`src/rtl/mtimer_pkg.sv`:
```
// Shared definitions for the Wishbone machine timer: register offsets, CTRL layout, byte-lane merge.
package mtimer_pkg;

    localparam int unsigned MTIME_LO_OFF    = 32'h00;
    localparam int unsigned MTIME_HI_OFF    = 32'h04;
    localparam int unsigned MTIMECMP_LO_OFF = 32'h08;
    localparam int unsigned MTIMECMP_HI_OFF = 32'h0C;
    localparam int unsigned CTRL_OFF        = 32'h10;

    localparam int unsigned CTRL_EN_BIT  = 0;
    localparam int unsigned CTRL_DIV_LSB = 16;
    localparam int unsigned CTRL_DIV_W   = 16;

    typedef struct packed {
        logic [CTRL_DIV_W-1:0] div;
        logic                  en;
    } mtimer_ctrl_t;

    function automatic logic [31:0] byte_merge(input logic [31:0] old_val,
                                               input logic [31:0] new_val,
                                               input logic [3:0]  sel);
        logic [31:0] res;
        res = old_val;
        for (int i = 0; i < 4; i++) begin
            if (sel[i]) res[8*i +: 8] = new_val[8*i +: 8];
        end
        return res;
    endfunction

endpackage

```
`src/rtl/mtimer_prescaler.sv`:
```
// Prescaler for the machine timer: emits one tick every DIV+1 enabled cycles.
module mtimer_prescaler #(
    parameter int PRESC_W = 16
) (
    input  logic               clk,
    input  logic               rst_n,
    input  logic               en,
    input  logic [PRESC_W-1:0] div,
    input  logic               clear,
    output logic               tick
);

    logic [PRESC_W-1:0] cnt;

    assign tick = en && (cnt == div);

    always_ff @(posedge clk or negedge rst_n) begin
        if (!rst_n) begin
            cnt <= '0;
        end else if (clear || !en || tick) begin
            cnt <= '0;
        end else begin
            cnt <= cnt + 1'b1;
        end
    end

endmodule

```
`src/rtl/wb_mtimer.sv`:
```
// Machine-mode timer with a pipelined Wishbone B4 register slave.
// Define MTIMER_SHADOW_HI_EN for a tear-free MTIME_HI read via a shadow latched on MTIME_LO reads.
module wb_mtimer
    import mtimer_pkg::*;
#(
    parameter int          ADDR_W       = 5,
    parameter int          PRESC_W      = 16,
    parameter logic [63:0] MTIMECMP_RST = 64'hFFFF_FFFF_FFFF_FFFF
) (
    input  logic              clk_i,
    input  logic              rstn_i,
    input  logic              wb_cyc_i,
    input  logic              wb_stb_i,
    input  logic              wb_we_i,
    input  logic [ADDR_W-1:0] wb_adr_i,
    input  logic [31:0]       wb_dat_i,
    input  logic [3:0]        wb_sel_i,
    output logic [31:0]       wb_dat_o,
    output logic              wb_ack_o,
    output logic              wb_stall_o,
    output logic              irq_timer_o
);

    localparam logic [CTRL_DIV_W-1:0] DIV_MASK = CTRL_DIV_W'((64'd1 << PRESC_W) - 64'd1);

    logic [63:0]       mtime;
    logic [63:0]       mtime_nxt;
    logic [63:0]       mtimecmp;
    mtimer_ctrl_t      ctrl;
    logic [ADDR_W-1:0] word_adr;
    logic              acc;
    logic              rd;
    logic              wr;
    logic              hit_lo;
    logic              hit_hi;
    logic              hit_cmp_lo;
    logic              hit_cmp_hi;
    logic              hit_ctrl;
    logic              tick;
    logic [31:0]       hi_rd;
    logic [31:0]       rdata;

    assign acc        = wb_cyc_i & wb_stb_i;
    assign rd         = acc & ~wb_we_i;
    assign wr         = acc & wb_we_i & (|wb_sel_i);
    assign word_adr   = wb_adr_i & ~ADDR_W'(3);
    assign hit_lo     = (word_adr == ADDR_W'(MTIME_LO_OFF));
    assign hit_hi     = (word_adr == ADDR_W'(MTIME_HI_OFF));
    assign hit_cmp_lo = (word_adr == ADDR_W'(MTIMECMP_LO_OFF));
    assign hit_cmp_hi = (word_adr == ADDR_W'(MTIMECMP_HI_OFF));
    assign hit_ctrl   = (word_adr == ADDR_W'(CTRL_OFF));
    assign wb_stall_o = 1'b0;

    mtimer_prescaler #(
        .PRESC_W(PRESC_W)
    ) u_presc (
        .clk   (clk_i),
        .rst_n (rstn_i),
        .en    (ctrl.en),
        .div   (ctrl.div[PRESC_W-1:0]),
        .clear (wr && hit_ctrl),
        .tick  (tick)
    );

    // A software write to either half suppresses that cycle's increment entirely, so no carry leaks across.
    always_comb begin
        mtime_nxt = mtime;
        if (wr && (hit_lo || hit_hi)) begin
            if (hit_lo) mtime_nxt[31:0]  = byte_merge(mtime[31:0], wb_dat_i, wb_sel_i);
            if (hit_hi) mtime_nxt[63:32] = byte_merge(mtime[63:32], wb_dat_i, wb_sel_i);
        end else if (tick) begin
            mtime_nxt = mtime + 64'd1;
        end
    end

    always_ff @(posedge clk_i or negedge rstn_i) begin
        if (!rstn_i) begin
            mtime    <= '0;
            mtimecmp <= MTIMECMP_RST;
            ctrl     <= '0;
        end else begin
            mtime <= mtime_nxt;
            if (wr && hit_cmp_lo) mtimecmp[31:0]  <= byte_merge(mtimecmp[31:0], wb_dat_i, wb_sel_i);
            if (wr && hit_cmp_hi) mtimecmp[63:32] <= byte_merge(mtimecmp[63:32], wb_dat_i, wb_sel_i);
            if (wr && hit_ctrl) begin
                if (wb_sel_i[CTRL_EN_BIT/8]) ctrl.en <= wb_dat_i[CTRL_EN_BIT];
                for (int i = 0; i < CTRL_DIV_W/8; i++) begin
                    if (wb_sel_i[CTRL_DIV_LSB/8 + i])
                        ctrl.div[8*i +: 8] <= wb_dat_i[CTRL_DIV_LSB + 8*i +: 8] & DIV_MASK[8*i +: 8];
                end
            end
        end
    end

`ifdef MTIMER_SHADOW_HI_EN
    logic [31:0] shadow_hi;

    always_ff @(posedge clk_i or negedge rstn_i) begin
        if (!rstn_i) begin
            shadow_hi <= '0;
        end else if (rd && hit_lo) begin
            shadow_hi <= mtime[63:32];
        end
    end

    assign hi_rd = shadow_hi;
`else
    assign hi_rd = mtime[63:32];
`endif

    always_comb begin
        rdata = '0;
        if (hit_lo) begin
            rdata = mtime[31:0];
        end else if (hit_hi) begin
            rdata = hi_rd;
        end else if (hit_cmp_lo) begin
            rdata = mtimecmp[31:0];
        end else if (hit_cmp_hi) begin
            rdata = mtimecmp[63:32];
        end else if (hit_ctrl) begin
            rdata[CTRL_EN_BIT]                 = ctrl.en;
            rdata[CTRL_DIV_LSB +: CTRL_DIV_W]  = ctrl.div;
        end
    end

    // Response stage: ack and data one cycle after acceptance; data is zero outside read acks.
    always_ff @(posedge clk_i or negedge rstn_i) begin
        if (!rstn_i) begin
            wb_ack_o    <= 1'b0;
            wb_dat_o    <= '0;
            irq_timer_o <= 1'b0;
        end else begin
            wb_ack_o    <= acc;
            wb_dat_o    <= rd ? rdata : '0;
            irq_timer_o <= (mtime >= mtimecmp);
        end
    end

endmodule

```
`config.mk`:
```
export PLATFORM = sky130hd
export DESIGN_NAME = wb_mtimer
export DESIGN_NICKNAME = d
export VERILOG_FILES = /design/src/rtl/mtimer_pkg.sv /design/src/rtl/mtimer_prescaler.sv /design/src/rtl/wb_mtimer.sv
export SDC_FILE = /design/constraint.sdc
export NUM_CORES = 1
export LEC_CHECK = 0
export ABC_AREA = 1
export CAP_MARGIN = 10
export CORE_UTILIZATION = 35
export DETAILED_ROUTE_END_ITERATION = 12
export PLACE_DENSITY_LB_ADDON = 0.12
export REMOVE_ABC_BUFFERS = 1
export SYNTH_ARGS = -nofsm -noshare
export SYNTH_HDL_FRONTEND = slang
export SYNTH_SLANG_ARGS = --single-unit
```
`constraint.sdc`:
```
create_clock -name clk_i -period 3.1 [get_ports clk_i]
set_input_delay 0.775 -clock clk_i [delete_from_list [all_inputs] [get_ports clk_i]]
set_output_delay 0.775 -clock clk_i [all_outputs]
set_load 0.01 [all_outputs]
```
==> impl_metrics.toml <==
[power_and_ir_drop]
pwr-share-clk_pct = 29.6
switching_share_pct = 37.0
vdd_drop_max_v = 0.000442
pwr-share-seq_pct = 42.9
switchingPower_w = 0.00300
p_per_area_mw_per_mm2 = 531
leakage_nw = 6.83
intPower_w = 0.00510
p_comb_share_pct = 27.6

[worst_setup_path]
cp_max_fo = 6
cp.required_ns = 3.51
path_buf_inv = 0
rr_worst_depth = 11
critPathSlowestCell = "dfrtp_1"
cp_data_arrival_time_ns = 2.99
cp_top_family = "simple AND/OR/NAND/NOR gates"
cp.depth = 11
cp-end-kind = "flop"
path_cells = "ha_1 -> nand2_1 -> nor2_2 -> nand3_1 -> nor2_2 -> nand2_1 -> o21ai_0 -> nand3_1 -> nand2_1 -> nand2_1 -> nand2_1"
worstSetupPathType = "flop to flop"
r2r_end = "mtime[42]"
cp_common_cell = "nand2_1"
r2r_start = "mtime[0]"
startpoint_type = "flop"
cp_slowest_stage_delay_ns = 0.50
r2r_slack_ns = 0.52

[global_routing]
track_usage_pct = 25.6
antenna_found_initial = 1
grt_start_max_net_pins = 105
grt_pass1_vias = 12106
grt_overflow = 0
grt_pass1_wl_mm = 72.7

[logic_synthesis]
syn_area_mm2 = 0.0131
ys_ff_latch = 195
syn_area_per_cell_um2 = 6.85
synth_cell_types = 43
netlist_instances = 1912
yosysSeqAreaShare_pct = 37.9
ys_warn_count = 0

[layout]
areaGrowthSynthToFinish_pct = 16.4
instances_no_fill = 2492
nFillCells = 3885
layout_common_cells = "nand2_1, inv_1, nor2_1"
mostFrequentLayoutCell = "nand2_1"
finalNetCount = 2123
final_layout_size_suffix_gt1_share_pct = 8.94
diodes = 0

[timing]
tns_ns = 0
fmax_mhz = 388
finClkSkew_ns = 0.0125
setup_viol = 0
tightest_slew_ns = 0.711
setup_ws_ns = 0.521
hold_viol_final = 0
slew_viol_final = 0
whs_ns = 0.107
relSlewSlack_pct = 52.6
fin_crit_sh_pct = 83.2
rsz0062_at_grt = "false"
finalWorstPathRequiredPeriod_ns = 2.58

[placed_design]
io_buffers = 77
gp_congestion = 0.938
dpl.hpwl_mm = 37.2
dp.cells = 2460
place_ws_ns = 0.113

[run]
drv_cap = 0

[detailed_routing]
drt_iter0_drc = 1025
vias = 12567
routed_wl_mm = 47.1
final_antenna_net_count = 0
vias_per_cell = 5.04
drc = 0
wl_per_cell_um = 18.9
drtPass1Iterations = 5

[clock_network]
clockBufferDepth = 2
clkSlewWorstSetupHoldPaths_ns = 0.07
cts_made_buffers = 17
clock_latency_ns = 0.47
numClockSinks = 195
cts-root-buf = "clkbuf_16"
cts_resized = 0
h-tree-depth = 4
postCtsSetupRepairBufs = 0
cts_tree = "done"
ctsHoldBuffers = 0

[die]
rows = 70
die_area_mm2 = 0.0382
ioPinCount = 81
core_mm2 = 0.0367
die_width_um = 195
die_height_um = 195
initial_utilization_pct = 35.7

[outcome]
status = "completed"

[min_path]
hold_class = "primary input to async pin"
[cell type report]
cell class	instances	area (µm²)	share of cell area [%]
clock buffer	18	439	2.88
clock inverter	14	178	1.16
inverter	280	1050	6.91
multi-input combinational	1391	6860	45.0
sequential	195	4960	32.5
tap	468	586	3.84
timing repair buffer	126	1180	7.73
[logic make-up (layout without fill, tap and decap cells)]
kind of cell	after synthesis	count (layout)	share of synthesized area (%)
flops	195	195	37.9
simple gates	989	989	31.0
fa+ha+maj	66	66	6.30
xor+xnor	14	14	0.936
buf+inv	326	438	9.83
other cells	1	1	0.0286
compound gates	321	321	14.0
[through the flow]
step | power, W | cell area (µm²) | util (%)
floorplan | 0.00479 | 12900 | -
global placement | 0.00568 | 14600 | 39.9
detailed placement | 0.00573 | 14600 | 39.9
CTS | 0.00817 | 15300 | 41.6
global route | 0.00867 | 15300 | 41.6
finish | 0.00810 | 15300 | 41.6
[power groups by stage]
stage / Clock (W) / Combinational (W) / Sequential, W
after floorplan: 0 / 0.00150 / 0.00330
after global placement: 0 / 0.00218 / 0.00350
after detailed placement: 0 / 0.00223 / 0.00351
after CTS: 0.00247 / 0.00224 / 0.00346
after global routing: 0.00256 / 0.00259 / 0.00352
final: 0.00239 / 0.00223 / 0.00347
[metal layers]
metal | part of all wire [%] | track usage, % | vias to the layer above
met3 | 5.0 | 4.46 | 62
met5 | 0 | 0 | -
li1 | - | - | 6320
met4 | 3.3 | 9.89 | 0
met1 | 46 | 34.1 | 5879
met2 | 46 | 41.3 | 306
[Yosys cell counts]
master / n / area [µm²]
nand3_2: 4 / 40.0
xnor2_1: 3 / 26.3
o2111ai_1: 15 / 131
nand2_4: 1 / 11.3
nor3b_1: 1 / 7.51
a221o_1: 13 / 130
nand3_1: 60 / 300
nand2_2: 5 / 31.3
clkbuf_1: 24 / 90.1
o22ai_1: 32 / 200
nand4_1: 26 / 163
ha_1: 66 / 826
a21oi_1: 83 / 415
o21bai_1: 1 / 7.51
nor3_1: 8 / 40.0
nand3b_1: 2 / 15.0
o21ai_0: 148 / 741
buf_2: 16 / 80.1
o311ai_0: 2 / 17.5
a21boi_0: 2 / 15.0
nor2_2: 6 / 37.5
nor2_1: 207 / 777
o31ai_1: 1 / 7.51
a31oi_1: 3 / 18.8
buf_6: 5 / 56.3
nand2_8: 1 / 20.0
a31o_2: 1 / 8.76
nor4_1: 3 / 18.8
nand2_1: 656 / 2460
dfrtp_1: 131 / 3280
nor2_8: 2 / 40.0
nand3_4: 4 / 70.1
xor2_1: 11 / 96.3
o21ai_1: 8 / 40.0
conb_1: 1 / 3.75
buf_4: 1 / 7.51
inv_2: 5 / 18.8
nor2_4: 3 / 33.8
o221ai_1: 10 / 87.6
o21a_1: 2 / 15.0
dfstp_2: 64 / 1680
inv_4: 1 / 6.26
inv_1: 274 / 1030
[flip-flops by register name (all words and copies together), names as in the netlist]
name	cells
u_presc.cnt	16
mtimecmp	64
mtime	64
wb_dat_o	32
irq_timer_o	1
wb_ack_o	1
ctrl	17
[worst register-to-register path: cells and delay by family (launching register included)]
family	cells	cell delay (ns)
flops	1	0.50
simple gates	9	1.54
compound gates	1	0.22
fa+ha+maj	1	0.26
[worst max path at each step]
| stage | start | to |
|---|---|---|
| 2_1_floorplan | wb_adr_i[4] | mtime[55] |
| 3_3_place_gp | wb_sel_i[1] | mtimecmp[26] |
| 3_5_place_dp | wb_sel_i[1] | mtimecmp[26] |
| 4_1_cts | mtime[0] | mtime[42] |
| 5_1_grt | mtime[0] | mtime[42] |
| 6_report | mtime[0] | mtime[42] |
Note: power is estimated with default switching activity, not from simulation.
